--- src/rtl/pc_next_unit_if.sv ---
// Fetch-side bundle between the decode/execute controls, the PC stage and instruction memory.
// master is the PC stage's view; slave is the view of the pipeline/memory around it.
interface pc_next_unit_if;
   logic [31:0] PCimm;
   logic [31:0] ALUres;
   logic        Branch;
   logic        BrTaken;
   logic        Jump;
   logic        JumpReg;
   logic        stall;
   logic        if_ready;
   logic [31:0] PC;
   logic [31:0] PC4;
   logic        if_req;
   logic        redirect;
   logic        trap;

   modport master (
      input  PCimm, ALUres, Branch, BrTaken, Jump, JumpReg, stall, if_ready,
      output PC, PC4, if_req, redirect, trap
   );

   modport slave (
      output PCimm, ALUres, Branch, BrTaken, Jump, JumpReg, stall, if_ready,
      input  PC, PC4, if_req, redirect, trap
   );
endinterface

--- src/rtl/pc_next_unit.sv ---
// Program-counter register with next-PC selection, fetch request handshake and
// misaligned-target trap generation.
module pc_next_unit #(
   parameter logic [31:0] RESET_VECTOR = 32'h0000_0000,
   parameter logic [31:0] TRAP_VECTOR  = 32'h0000_0100
) (
   input logic            clk,
   input logic            rst,
   pc_next_unit_if.master bus
);

   typedef enum logic [1:0] {StBoot, StFetch, StTrap} state_e;

   state_e      state_q, state_d;
   logic [31:0] pc_q, pc_d;
   logic        redirect_q, redirect_d;

   logic [31:0] pc_plus4;
   logic [31:0] jalr_target;
   logic [31:0] target;
   logic        nonseq;
   logic        misaligned;
   logic        fire;

   always_comb begin
      pc_plus4    = pc_q + 32'd4;
      jalr_target = bus.ALUres & ~32'd1;
      fire        = (state_q == StFetch) & bus.if_ready & ~bus.stall;
      nonseq      = bus.JumpReg | bus.Jump | (bus.Branch & bus.BrTaken);

      if (bus.JumpReg) begin
         target = jalr_target;
      end else if (bus.Jump || (bus.Branch && bus.BrTaken)) begin
         target = bus.PCimm;
      end else begin
         target = pc_plus4;
      end

      // bit0 is only ever set on a PCimm target; both bits count as misaligned
      misaligned = nonseq & (|target[1:0]);
   end

   always_comb begin
      state_d    = state_q;
      pc_d       = pc_q;
      redirect_d = 1'b0;

      case (state_q)
         StBoot: state_d = StFetch;
         StTrap: state_d = StFetch;
         StFetch: begin
            if (fire) begin
               if (misaligned) begin
                  pc_d    = TRAP_VECTOR;
                  state_d = StTrap;
               end else begin
                  pc_d       = target;
                  redirect_d = nonseq;
               end
            end
         end
         default: state_d = StBoot;
      endcase
   end

   always_ff @(posedge clk) begin
      if (rst) begin
         state_q    <= StBoot;
         pc_q       <= RESET_VECTOR;
         redirect_q <= 1'b0;
      end else begin
         state_q    <= state_d;
         pc_q       <= pc_d;
         redirect_q <= redirect_d;
      end
   end

   assign bus.PC       = pc_q;
   assign bus.PC4      = pc_plus4;
   assign bus.if_req   = (state_q == StFetch);
   assign bus.redirect = redirect_q;
   assign bus.trap     = (state_q == StTrap);

endmodule

--- src/flat_wrapper.sv ---
// flat-port wrapper written by rule: the top's interface ports become plain ports
module pc_next_unit_flat 
#(
   parameter logic [31:0] RESET_VECTOR = 32'h0000_0000,
   parameter logic [31:0] TRAP_VECTOR  = 32'h0000_0100
)
  (clk, rst, bus_PCimm, bus_ALUres, bus_Branch, bus_BrTaken, bus_Jump, bus_JumpReg, bus_stall, bus_if_ready, bus_PC, bus_PC4, bus_if_req, bus_redirect, bus_trap);
  pc_next_unit_if bus_i ();
  input logic clk;
  input logic rst;
  input wire logic [$bits(bus_i.PCimm)-1:0] bus_PCimm;
  input wire logic [$bits(bus_i.ALUres)-1:0] bus_ALUres;
  input wire logic [$bits(bus_i.Branch)-1:0] bus_Branch;
  input wire logic [$bits(bus_i.BrTaken)-1:0] bus_BrTaken;
  input wire logic [$bits(bus_i.Jump)-1:0] bus_Jump;
  input wire logic [$bits(bus_i.JumpReg)-1:0] bus_JumpReg;
  input wire logic [$bits(bus_i.stall)-1:0] bus_stall;
  input wire logic [$bits(bus_i.if_ready)-1:0] bus_if_ready;
  output wire logic [$bits(bus_i.PC)-1:0] bus_PC;
  output wire logic [$bits(bus_i.PC4)-1:0] bus_PC4;
  output wire logic [$bits(bus_i.if_req)-1:0] bus_if_req;
  output wire logic [$bits(bus_i.redirect)-1:0] bus_redirect;
  output wire logic [$bits(bus_i.trap)-1:0] bus_trap;
  assign bus_i.PCimm = bus_PCimm;
  assign bus_i.ALUres = bus_ALUres;
  assign bus_i.Branch = bus_Branch;
  assign bus_i.BrTaken = bus_BrTaken;
  assign bus_i.Jump = bus_Jump;
  assign bus_i.JumpReg = bus_JumpReg;
  assign bus_i.stall = bus_stall;
  assign bus_i.if_ready = bus_if_ready;
  assign bus_PC = bus_i.PC;
  assign bus_PC4 = bus_i.PC4;
  assign bus_if_req = bus_i.if_req;
  assign bus_redirect = bus_i.redirect;
  assign bus_trap = bus_i.trap;
  pc_next_unit #(.RESET_VECTOR(RESET_VECTOR), .TRAP_VECTOR(TRAP_VECTOR)) u_core (.clk(clk), .rst(rst), .bus(bus_i));
endmodule
--- config.mk ---
export PLATFORM = sky130hd
export DESIGN_NAME = pc_next_unit_flat
export DESIGN_NICKNAME = d
export VERILOG_FILES = /design/src/rtl/pc_next_unit_if.sv /design/src/rtl/pc_next_unit.sv /design/src/flat_wrapper.sv
export SDC_FILE = /design/constraint.sdc
export NUM_CORES = 1
export LEC_CHECK = 0
export CAP_MARGIN = 0
export CORE_UTILIZATION = 37
export DETAILED_ROUTE_END_ITERATION = 16
export PLACE_DENSITY = 0.79
export SETUP_SLACK_MARGIN = 0.1
export SLEW_MARGIN = 10
export SYNTH_ARGS = -nofsm -noshare
export SYNTH_HDL_FRONTEND = slang
export SYNTH_SLANG_ARGS = --single-unit
--- constraint.sdc ---
create_clock -name clk -period 2.4 [get_ports clk]
set_clock_uncertainty 0.2 [all_clocks]
set_input_delay 0.48 -clock clk [delete_from_list [all_inputs] [get_ports clk]]
set_output_delay 0.48 -clock clk [all_outputs]
set_load 0.01 [all_outputs]
==> flow_summary.ini, run 1 <==
[floorplanning]
die_h_um = 87.6
die_area_um2 = 7680
start_util_pct = 39.1
die_w_um = 87.6
core_um2 = 6940
io-pin-count = 139
rows = 30

[critical_path]
crit_path_start_kind = register
worst_ep_arrival_time_ns = 2.03
worstSetupEndpointType = output pin
crit_fanout = 3
slowest_delay_ns = 0.60
crit_required_ns = 1.72
slowest_stage = or4_4
path_cells = nand4_4, or4_4, o31a_1, or2_1, buf_6
worstSetupPathType = register to output pin

[clocking]
clock-sinks = 35
cts-htree-levels = 2
cts_hold_buffers = 0
cts_buffers = 5
root_buffer = clkbuf_8
clk_latency_ns = 0.29
cts_buffer_depth = 2
clkSlewWorstSetupHoldPaths_ns = 0.07
cts_tree = done

[synthesis]
synth_enable_flop_cells = 0
synth.cell_area_um2 = 2710
ys.warnings.count = 0
syn-num-nets = 423
ys.flop_type = dfxtp_1
synth_area_per_cell_um2 = 7.75
ys_ff_latch = 35
yosysUniqueCellTypes = 61
syn_inst = 350
ys_async_sr_fraction_pct = 0
ys_seq_area_share_pct = 25.8

[finish]
num-nets-final = 655
drive_gt1_share_pct = 37.7
diodes = 0
area_growth_pct = 99.2
final_core_util_pct = 77.8

[grt]
antenna_found_initial = 0
grt_start_max_net_pins = 24
grt_pass1_vias = 4037
grt_overflow = 0
grt_first_pass_wirelength_um = 20400
track_usage_pct = 34.9

[detailed_routing]
num_vias = 4126
ant_nets = 0
drc_errors = 0
wirelength_um = 14400
wl_per_cell_um = 21.2
drt_first_pass_iters = 5
vias_per_cell = 6.08
drt_iter0_markers = 289

[timing]
grt_setup_unrepaired = true
setup-tns-final_ns = -2.77
fmax_ghz = 0.370
setup_viol = 21
hold_viol_final = 0
relSlewSlack_pct = 75.9
timing.final.crit_share_pct = 113
fin_ws_ns = -0.306
fin_hold_ws_ns = 0.332
post-route-min-period_ns = 2.71
tightestPinTransition_ns = 0.359
maxSlewViolCount = 0

[status]
violations = negative setup slack
outcome = finished with violations

[placed_design]
place.gp.congestion = 0.918
post-dp-hpwl_um = 8540
portBuffers = 137

[power]
power.density_nw_per_um2 = 287
ir_drop_uv = 247
p_leak_nw = 2.48

[hold_path]
min_path_type = register to register

[run]
cap_violations = 0
[through the flow]
step	instances	cell area [um2]	total power [mW]	setup WS (ns)
2_1_floorplan	350	2760	0.778	0.0935
3_3_place_gp	649	4870	1.04	-0.296
3_5_place_dp	649	4870	1.05	-0.306
4_1_cts	675	5190	1.51	-0.274
5_1_grt	679	5410	1.60	-0.330
6_report	679	5410	1.55	-0.306
[logic make-up (layout without fill, tap and decap cells)]
| kind of cell | count (synthesis) | in the layout | synth area share, % |
|---|---|---|---|
| mux | 5 | 5 | 1.89 |
| flops | 35 | 35 | 25.8 |
| buf+inv | 40 | 273 | 6.36 |
| compound gates | 109 | 109 | 28.4 |
| simple gates | 133 | 133 | 28.4 |
| fa+ha+maj | 1 | 1 | 0.461 |
| xor+xnor | 27 | 27 | 8.71 |
[layout by cell type (no fill, tap or decap), drive strengths merged, types with 8 or more instances in the layout]
cell | netlist | layout
dfxtp | 35 | 35
a21oi | 19 | 19
nand4 | 11 | 11
nor2 | 19 | 19
xnor2 | 14 | 14
xor2 | 13 | 13
clkdlybuf4s50 | 0 | 109
nor3 | 8 | 8
buf | 10 | 139
nand3 | 10 | 10
clkbuf | 17 | 9
nand2 | 42 | 42
o21ai | 23 | 23
nor4 | 9 | 9
inv | 12 | 12
and3 | 11 | 11
[final cells by class]
class | instances | area, um2
clock buffers | 8 | 100
fillers | 454 | 1540
inverters | 13 | 48.8
multi-input cells | 275 | 2170
flip-flops and latches | 35 | 747
well taps | 96 | 120
repair buffers | 252 | 2210
[state kept, by name, summed over array words and instances, names as in the netlist]
| signal | flops |
|---|---|
| u_core.bus.redirect | 1 |
| u_core.state_q | 2 |
| u_core.bus.PC | 32 |
[power by group]
part | internal [mW] | leakage, nW | total [mW] | switching, mW
logic | 0.249 | 2.14 | 0.456 | 0.207
clock network | 0.262 | 0.0515 | 0.491 | 0.229
registers | 0.586 | 0.294 | 0.603 | 0.0164
[worst paths after layout]
| path | from | to | slack (ns) | cells after the start |
|---|---|---|---|---|
| worst min-delay path | u_core.bus.PC[1]$_SDFFE_PP0N_ | u_core.bus.PC[1]$_SDFFE_PP0N_ | 0.33 | 1 |
| worst min register to register | u_core.bus.PC[1]$_SDFFE_PP0N_ | u_core.bus.PC[1]$_SDFFE_PP0N_ | 0.33 | 1 |
| worst max-delay path | u_core.bus.PC[10]$_SDFFE_PP0N_ | bus_PC4[25] | -0.31 | 5 |
| worst max register to register | u_core.bus.PC[8]$_SDFFE_PP0N_ | u_core.bus.PC[29]$_SDFFE_PP0N_ | 0.11 | 6 |
[metal layers]
layer	vias to the layer above	part of all wire, %	global-route usage [%]	routed length, um
met4	0	5.3	18.2	765
met5	-	0	0	0
met1	1908	37	40.5	5320
li1	1776	-	-	-
met3	88	10	9.80	1500
met2	354	47	58.7	6810
[critical path: cells and delay by family, from the launching register on]
family                 cells  cell delay (ns)
AND/OR/NAND/NOR            3             0.95
AO/OA/AOI/OAI              1             0.28
buffers and inverters      1             0.13
flip-flops                 1             0.37
[synthesized netlist by cell type, types with 3 or more instances]
library cell | instances | area, um2
nor3_1 | 8 | 40.0
nor2_1 | 19 | 71.3
a21oi_1 | 19 | 95.1
inv_1 | 12 | 45.0
nand2_1 | 42 | 158
mux2i_1 | 4 | 40.0
dfxtp_1 | 35 | 701
a31oi_1 | 5 | 31.3
nor4_4 | 3 | 63.8
a22oi_1 | 3 | 22.5
nor4_1 | 6 | 37.5
o22ai_1 | 4 | 25.0
a221oi_1 | 7 | 61.3
clkbuf_1 | 17 | 63.8
o211ai_1 | 6 | 45.0
a32o_1 | 3 | 30.0
o31ai_1 | 3 | 22.5
a32oi_1 | 4 | 35.0
and4_1 | 3 | 26.3
xor2_1 | 13 | 114
o32ai_1 | 7 | 61.3
or3_1 | 4 | 25.0
and2_1 | 5 | 31.3
buf_2 | 6 | 30.0
xnor2_1 | 14 | 123
o31a_1 | 4 | 35.0
o21ai_0 | 22 | 110
and3_1 | 11 | 68.8
nand3_1 | 10 | 50.1
nand4_1 | 8 | 50.1
nand4_4 | 3 | 63.8
[timing repair]
action	CTS	global route
setup endpoints to repair	28	40
setup buffers	18	6
endpoints found under the hold margin	0	0
resized for setup	144	46
pin swaps	24	21
Note: power is estimated with default switching activity, not from simulation.
==> run 2: changes to the inputs <==
- SLEW_MARGIN: 10 -> not set
==> results of run 2 <==
No change in the layout: final DEF, timing and power equal those of run 1.
==> run 3: changes to the inputs <==
- MAX_ROUTING_LAYER: not set -> met4
- PLACE_DENSITY: 0.79 -> 0.78
==> run 3 against run 2 <==
Net effect: the flow still finishes with violations (negative setup slack); die area unchanged; final cell count up 0.88%; worst setup slack better by 0.025 ns; combinational power down 2%; clock-buffer cell count unchanged; non-clock buffer count up 6; total power about the same; sequential power about the same; via count down 1.5%; core utilization down 0.54 points; final area down 0.69%; critical endpoint unchanged; largest cell class unchanged; largest power group unchanged.
==> flow_summary.ini, run 3 (same netlist as run 1, synthesis figures left out) <==
[timing]
fin_hold_ws_ns = 0.318
post-route-min-period_ns = 2.68
grt_setup_unrepaired = true
hold_viol_final = 0
setup_viol = 17
maxSlewViolCount = 0
fin_ws_ns = -0.280
fmax_ghz = 0.373
timing.final.crit_share_pct = 112
relSlewSlack_pct = 74.5
tightestPinTransition_ns = 0.380

[clocking]
cts-htree-levels = 2
cts_buffers = 5
cts_tree = done
clk_latency_ns = 0.30
cts_buffer_depth = 2
root_buffer = clkbuf_8
clkSlewWorstSetupHoldPaths_ns = 0.08
clock-sinks = 35

[floorplanning]
io-pin-count = 139
start_util_pct = 39.1
rows = 30
die_w_um = 87.6
die_area_um2 = 7680
core_um2 = 6940
die_h_um = 87.6

[status]
outcome = finished with violations
violations = negative setup slack

[critical_path]
r2r_cells = 6
crit_required_ns = 1.72
path_cells = nand4_4, or4_4, o31a_1, or2_1, buf_6
crit_fanout = 3
r2r_setup_slack_ns = 0.20
worst_ep_arrival_time_ns = 2.00
r2r_end = u_core.bus.PC[29]$_SDFFE_PP0N_
worstSetupPathType = register to output pin
rr_startpoint = u_core.bus.PC[5]$_SDFFE_PP0N_
crit_path_start_kind = register
slowest_delay_ns = 0.56
slowest_stage = or4_4
worstSetupEndpointType = output pin

[detailed_routing]
drt_iter0_markers = 371
wirelength_um = 13200
wl_per_cell_um = 19.3
ant_nets = 0
vias_per_cell = 5.94
num_vias = 4066
drc_errors = 0
drt_first_pass_iters = 5

[finish]
final_common_cell = buf_4
multiInputGateArea_um2 = 2160
final_cell_mix = 111 x buf_4, 108 x clkdlybuf4s50_1, 40 x nand2_1
num-nets-final = 661
final_core_util_pct = 77.3
area_growth_pct = 97.8
regArea_um2 = 739
diodes = 0
drive_gt1_share_pct = 38.5
largest_reg_flops = 32
nFillCells = 449
instances_no_fill = 685

[hold_path]
min_path_type = register to register
min-delay-start = u_core.state_q[0]$_SDFFE_PP0P_
hold_path_end = u_core.state_q[0]$_SDFFE_PP0P_
min_path_cells = 1

[power]
p_total_mw = 1.55
power.density_nw_per_um2 = 289
p_leak_nw = 2.42
ir_drop_uv = 212

[placed_design]
place_inst = 654
post-dp-hpwl_um = 8420
place.gp.congestion = 0.897
portBuffers = 137

[grt]
grt_first_pass_wirelength_um = 18900
antenna_found_initial = 0
grt_pass1_vias = 3937
grt_overflow = 0
track_usage_pct = 32.8
grt_start_max_net_pins = 27

[run]
cap_violations = 0
run 3: changes by cell type in the layout (fill, tap and decap cells not counted), sizes merged:
cell	change
buf	+7
clkdlybuf4s15	-1
dlymetal6s2s	+1
clkdlybuf4s50	-1
run 3: worst max-delay path by stage:
stage | start | to | cells past startpoint
after floorplan | u_core.bus.PC[15]$_SDFFE_PP0N_ | bus_PC4[25] | 5
after global placement | u_core.bus.PC[2]$_SDFFE_PP0N_ | bus_PC4[20] | 6
after detailed placement | u_core.bus.PC[13]$_SDFFE_PP0N_ | bus_PC4[25] | 5
after CTS | u_core.bus.PC[13]$_SDFFE_PP0N_ | bus_PC4[25] | 5
after global routing | u_core.bus.PC[2]$_SDFFE_PP0N_ | bus_PC4[23] | 7
final | u_core.bus.PC[13]$_SDFFE_PP0N_ | bus_PC4[25] | 5
run 3: worst max-delay path: cells and delay by family, from the launching register on:
family / cells / cell delay [ns]
flops: 1 / 0.36
simple gates: 3 / 0.91
compound gates: 1 / 0.30
buf+inv: 1 / 0.13
run 3: timing repair:
action | 4_1_cts | 5_1_grt
hold buffers | 0 | 0
resized for setup | 143 | 35
buffers inserted | 16 | 7
pin swaps | 20 | 17
setup endpoints to repair | 29 | 30
run 3: layer usage:
metal | vias up | part of all wire, % | global-route usage (%)
met5 | - | 0 | -
met4 | 0 | 4.1 | 13.7
met3 | 75 | 8.8 | 5.84
met2 | 278 | 49 | 57.0
met1 | 1927 | 38 | 37.0
li1 | 1786 | - | -
run 3: through the flow:
stage	TNS, ns	area (um2)	setup WS [ns]
5_1_grt	-3.50	5370	-0.308
4_1_cts	-1.61	5170	-0.275
6_report	-2.00	5370	-0.280
3_3_place_gp	-5.54	4880	-0.267
3_5_place_dp	-5.59	4880	-0.273
2_1_floorplan	0	2760	0.0935
run 3: power breakdown:
group          switching [mW]  internal (mW)
clock network           0.231          0.262
logic                   0.200          0.250
registers              0.0159          0.590
run 3: area by class of cell:
type	instances	area share [%]
sequential	35	13.8
clock buffer	8	1.86
tap	96	2.24
inverter	13	0.909
timing repair buffer	258	41.0
multi-input combinational	275	40.2
